==> src/rtl/core_mem_pkg.sv <==
// Shared definitions for the read-modify-write store sequencer: FSM state
// encoding, byte-strobe constants and the legal-strobe decode.
package core_mem_pkg;

  typedef enum logic [1:0] {
    ST_IDLE    = 2'd0,
    ST_RD_REQ  = 2'd1,
    ST_RD_WAIT = 2'd2,
    ST_WR      = 2'd3
  } state_e;

  localparam logic [3:0] STRB_NONE = 4'b0000;
  localparam logic [3:0] STRB_FULL = 4'b1111;

  // Only naturally aligned byte, halfword (including the middle pair) and word stores.
  function automatic logic strb_legal(input logic [3:0] strb);
    case (strb)
      4'b0001, 4'b0010, 4'b0100, 4'b1000,
      4'b0011, 4'b0110, 4'b1100, 4'b1111: strb_legal = 1'b1;
      default:                            strb_legal = 1'b0;
    endcase
  endfunction

endpackage

==> src/rtl/rmw_merge.sv <==
// Byte-lane merge: lanes selected by strb come from new_word, the rest from old_word.
module rmw_merge (
  input  logic [3:0]  strb,
  input  logic [31:0] old_word,
  input  logic [31:0] new_word,
  output logic [31:0] merged
);

  always_comb begin
    merged = old_word;
    for (int i = 0; i < 4; i++) begin
      if (strb[i]) merged[8*i +: 8] = new_word[8*i +: 8];
    end
  end

endmodule

==> src/rtl/mem_rmw_seq.sv <==
// Store sequencer: turns partial-word stores into read-merge-write on a
// word-wide memory, with full-word bypass, read timeout and a sticky error flag.
module mem_rmw_seq
  import core_mem_pkg::*;
#(
  parameter int TIMEOUT     = 64,
  parameter bit FULL_BYPASS = 1'b1
) (
  input  logic        CLK,
  input  logic        RST,
  input  logic        REQ_VALID,
  output logic        REQ_READY,
  input  logic [31:0] REQ_ADDR,
  input  logic [3:0]  REQ_STRB,
  input  logic [31:0] REQ_DATA,
  output logic        MEM_RDEN,
  output logic [31:0] MEM_RADDR,
  input  logic        MEM_RVALID,
  input  logic [31:0] MEM_RDATA,
  output logic        MEM_WREN,
  output logic [31:0] MEM_WADDR,
  output logic [31:0] MEM_WDATA,
  input  logic        MEM_WREADY,
  output logic        BUSY,
  output logic        ERR,
  input  logic        ERR_CLR,
  output logic [1:0]  DBG_STATE
);

  localparam int CW = (TIMEOUT < 1) ? 1 : $clog2(TIMEOUT + 1);
  localparam logic [CW-1:0] CNT_LIMIT = CW'(TIMEOUT);

  state_e          state_q, state_d;
  logic [29:0]     addr_q, addr_d;
  logic [3:0]      strb_q, strb_d;
  logic [31:0]     data_q, data_d;
  logic [31:0]     wdata_q, wdata_d;
  logic [CW-1:0]   cnt_q, cnt_d;
  logic [CW-1:0]   cnt_inc;
  logic            err_q, err_d;
  logic            err_set;
  logic [31:0]     merged_w;
  logic            unused_addr_lsb;

  assign unused_addr_lsb = ^REQ_ADDR[1:0];
  assign cnt_inc         = cnt_q + CW'(1);

  rmw_merge u_merge (
    .strb     (strb_q),
    .old_word (MEM_RDATA),
    .new_word (data_q),
    .merged   (merged_w)
  );

  // Handshakes: a request transfers on a rising edge where REQ_VALID && REQ_READY;
  // the read returns on the first edge in RD_WAIT with MEM_RVALID; the write
  // completes on the first edge in WR with MEM_WREADY, address/data held until then.
  always_comb begin
    state_d = state_q;
    addr_d  = addr_q;
    strb_d  = strb_q;
    data_d  = data_q;
    wdata_d = wdata_q;
    cnt_d   = cnt_q;
    err_set = 1'b0;
    case (state_q)
      ST_IDLE: begin
        if (REQ_VALID) begin
          addr_d = REQ_ADDR[31:2];
          strb_d = REQ_STRB;
          data_d = REQ_DATA;
          cnt_d  = '0;
          if (REQ_STRB != STRB_NONE) begin
            if (!strb_legal(REQ_STRB)) begin
              err_set = 1'b1;
            end else if (FULL_BYPASS && (REQ_STRB == STRB_FULL)) begin
              wdata_d = REQ_DATA;
              state_d = ST_WR;
            end else begin
              state_d = ST_RD_REQ;
            end
          end
        end
      end
      ST_RD_REQ: begin
        cnt_d   = '0;
        state_d = ST_RD_WAIT;
      end
      ST_RD_WAIT: begin
        // A read return in the expiry cycle still completes the store.
        if (MEM_RVALID) begin
          wdata_d = merged_w;
          state_d = ST_WR;
        end else if ((TIMEOUT != 0) && (cnt_inc == CNT_LIMIT)) begin
          err_set = 1'b1;
          state_d = ST_IDLE;
        end else if (TIMEOUT != 0) begin
          cnt_d = cnt_inc;
        end
      end
      ST_WR: begin
        if (MEM_WREADY) state_d = ST_IDLE;
      end
      default: state_d = ST_IDLE;
    endcase

    err_d = err_q;
    if (ERR_CLR) err_d = 1'b0;
    if (err_set) err_d = 1'b1;
  end

  always_ff @(posedge CLK or negedge RST) begin
    if (!RST) begin
      state_q <= ST_IDLE;
      addr_q  <= '0;
      strb_q  <= '0;
      data_q  <= '0;
      wdata_q <= '0;
      cnt_q   <= '0;
      err_q   <= 1'b0;
    end else begin
      state_q <= state_d;
      addr_q  <= addr_d;
      strb_q  <= strb_d;
      data_q  <= data_d;
      wdata_q <= wdata_d;
      cnt_q   <= cnt_d;
      err_q   <= err_d;
    end
  end

  assign REQ_READY = (state_q == ST_IDLE);
  assign BUSY      = (state_q != ST_IDLE);
  assign MEM_RDEN  = (state_q == ST_RD_REQ);
  assign MEM_WREN  = (state_q == ST_WR);
  assign MEM_RADDR = {addr_q, 2'b00};
  assign MEM_WADDR = {addr_q, 2'b00};
  assign MEM_WDATA = wdata_q;
  assign ERR       = err_q;
  assign DBG_STATE = state_q;

endmodule

==> config.mk <==
export PLATFORM = sky130hd
export DESIGN_NAME = mem_rmw_seq
export DESIGN_NICKNAME = d
export VERILOG_FILES = /design/src/rtl/core_mem_pkg.sv /design/src/rtl/rmw_merge.sv /design/src/rtl/mem_rmw_seq.sv
export SDC_FILE = /design/constraint.sdc
export NUM_CORES = 1
export LEC_CHECK = 0
export CORE_ASPECT_RATIO = 0.75
export CORE_MARGIN = 2
export CORE_UTILIZATION = 48
export CTS_BUF_LIST = sky130_fd_sc_hd__clkbuf_8
export DETAILED_ROUTE_END_ITERATION = 7
export PLACE_DENSITY = 0.94
export SYNTH_ARGS = -nofsm -noshare
export SYNTH_HDL_FRONTEND = slang
export SYNTH_SLANG_ARGS = --single-unit
==> constraint.sdc <==
create_clock -name CLK -period 4.3 [get_ports CLK]
set_input_delay 1.29 -clock CLK [delete_from_list [all_inputs] [get_ports CLK]]
set_output_delay 1.29 -clock CLK [all_outputs]
set_load 0.1 [all_outputs]
==> impl_metrics.yaml <==
sta:
  fin_crit_ns: 3.53
  setup_tns_ns: 0
  setup_viol: 0
  finalHoldViolations: 0
  fmaxAchievable_mhz: 283
  final.period_utilization_pct: 82.1
  slew_headroom_pct: 24.3
  finalMaxSlewViolations: 0
  worstMarginPinSlew_ns: 1.13
  rsz0062_at_grt: "no"
  finClkSkew_ns: 0.0109
outcome:
  status: "complete, no violations"
synth:
  yosysTopAreaCell: "dfrtp_1"
  ys_warn_count: 0
  synth.area.top_cells: "dfrtp_1, mux2_2, mux2i_1, buf_4, o21ai_0"
  yosysSeqAreaShare_pct: 52.0
  synthCells: 475
  synthXorXnorAreaFrac_pct: 0.169
  synth_top_area_share_pct: 52.0
  ys.flop_type: "dfrtp_1"
  avgSynthCellArea_sq_um: 10.9
  synth.most_common_cell: "dfrtp_1"
  synth_compound_area_share_pct: 10.3
  ys_types: 42
  synth_top_family_by_area: "multiplexers"
  async_reset_ff_share_pct: 100
  synth_top_cells_by_count: "dfrtp_1, mux2_2, nor2_1"
  synth_seq_cells: 108
  yosys.area_share.adder_pct: 0.964
  syn_area_sq_um: 5190
  yosys.area_share.simple_pct: 8.05
  synth-edff-count: 0
  synth_mux_area_share_pct: 20.7
routing:
  ant_nets: 0
  wl_per_cell_microns: 16.9
  firstDrtPassIters: 4
  initialDrtViolationCount: 185
  wirelength_microns: 13100
  dr_total_vias: 4071
  drt-vias-per-instance: 5.27
  post-route-drc-count: 0
floorplanning:
  die_area_sq_um: 11700
  boundaryPins: 209
  die_h_microns: 94.1
  fp-row-count: 32
  coreArea_sq_um: 10400
  die_x_microns: 124
  start_util_pct: 49.9
setup_path:
  crit_family: "buffers and inverters"
  crit_path_max_incr_delay_ns: 1.16
  rrSetupSlack_ns: 2.07
  endpoint: "REQ_READY"
  arrival_ns: 2.24
  path_class: "reg -> out"
  start_kind: "register"
  required_ns: 3.01
  reg2reg_depth: 7
  r2r-start: "cnt_q[0]"
  crit_chain: "nor2_2 -> clkdlybuf4s50_1"
  cp.depth: 2
  critPathBufInv: 1
  end_kind: "primary output"
  worstPathMaxFanout: 9
  slowest_stage: "clkdlybuf4s50_1"
  timing.rr.end: "cnt_q[1]"
  crit_start: "DBG_STATE[1]"
clocking:
  cts_made_buffers: 9
  cts-resized-gates: 0
  cts_tree: "built"
  clkTransAtPathRegs_ns: 0.09
  clkLatencyLatePin_ns: 0.36
  cts_max_level: 3
  cts.sinks: 108
  holdBufCountCts: 0
  postCtsSetupRepairBufs: 0
  cts_max_path_buffers: 2
  cts_root_buffer: "clkbuf_8"
global_routing:
  grt_first_pass_wirelength_microns: 20100
  grt_use_total_pct: 22.4
  overflow: 0
  antenna_found_initial: 0
  grt_pass1_vias: 4089
  grt_max_degree: 69
placement:
  portBuffers: 202
  dp_hpwl_microns: 9280
  gp_congestion: 0.846
worst_hold_path:
  holdCritPathClass: "reg -> reg"
layout:
  utilization_pct: 69.7
  syn2layout_area_growth_pct: 39.8
  drive_above_1_share_pct: 14.9
  antennaDiodeCount: 0
  final_net_count: 741
flow_run:
  maxCapViolations: 0
==> cells in the final DEF (no fill, tap or decap), types with 4 or more instances in the layout <==
master             n
inv_1              9
nand2_1           38
a21oi_1           36
o41ai_1            4
dfrtp_1          108
mux2_2            66
nor2_1            41
o21ai_0           40
clkbuf_8          11
mux2i_1           33
ha_1               4
conb_1             4
clkdlybuf4s50_1  200
==> area by class of cell <==
type	count	area [sq um]
tap	136	170
timing repair buffer	204	2040
inverter	8	30.0
fill	742	3150
clock inverter	5	51.3
multi-input combinational	300	2110
sequential	108	2700
clock buffer	11	151
==> state kept, by name, indices dropped and copies added (netlist names) <==
name and flops:
addr_q 30, data_q 32, strb_q 4, MEM_WDATA 32, DBG_STATE 2, ERR 1
cnt_q 7
==> worst min-delay path by stage <==
| stage | to | depth (start not counted) | start | slack [ns] |
|---|---|---|---|---|
| 6_report | MEM_WDATA[22] | 2 | MEM_WDATA[22] | 0.49 |
| 5_1_grt | MEM_WDATA[23] | 2 | MEM_WDATA[23] | 0.53 |
| 4_1_cts | MEM_WDATA[17] | 2 | MEM_WDATA[17] | 0.50 |
| 3_5_place_dp | MEM_WDATA[8] | 2 | MEM_WDATA[8] | 0.47 |
| 3_3_place_gp | MEM_WDATA[20] | 2 | MEM_WDATA[20] | 0.46 |
| 2_1_floorplan | data_q[0] | 1 | data_q[0] | 0.48 |
==> per-stage QoR <==
stage | instance area [sq um] | cells | hold WS [ns] | setup slack, ns
finish | 7260 | 772 | 0.492 | 0.772
floorplan | 5210 | 478 | 0.480 | 0.455
global route | 7260 | 772 | 0.525 | 0.580
detailed placement | 7060 | 756 | 0.474 | 0.406
global placement | 7060 | 756 | 0.463 | 0.672
CTS | 7260 | 772 | 0.497 | 0.764
==> worst reg2reg max path: cells and delay by family (launching register included) <==
family	cells	cell delay [ns]
AO/OA/AOI/OAI	3	0.54
adder cells (fa/ha/maj)	1	0.28
flip-flops	1	0.44
AND/OR/NAND/NOR	3	0.88
==> cell families after synthesis <==
logic type,Yosys count
muxes,99
and+or+nand+nor,97
other,1
xor gates and xnor gates,1
AOI/OAI and AO/OA,95
DFF,108
adders and majority gates,4
buffers and inverters,70
==> metal layers <==
layer	GRT usage, %	vias up	share of wire [%]
met2	38.3	190	49
met1	27.1	1954	40
met3	6.92	16	10
li1	-	1911	-
met4	6.65	0	1.2
met5	0	-	0
Power is not shown: default switching activity piles up to over one toggle a cycle in this logic, so the estimate is an artifact.
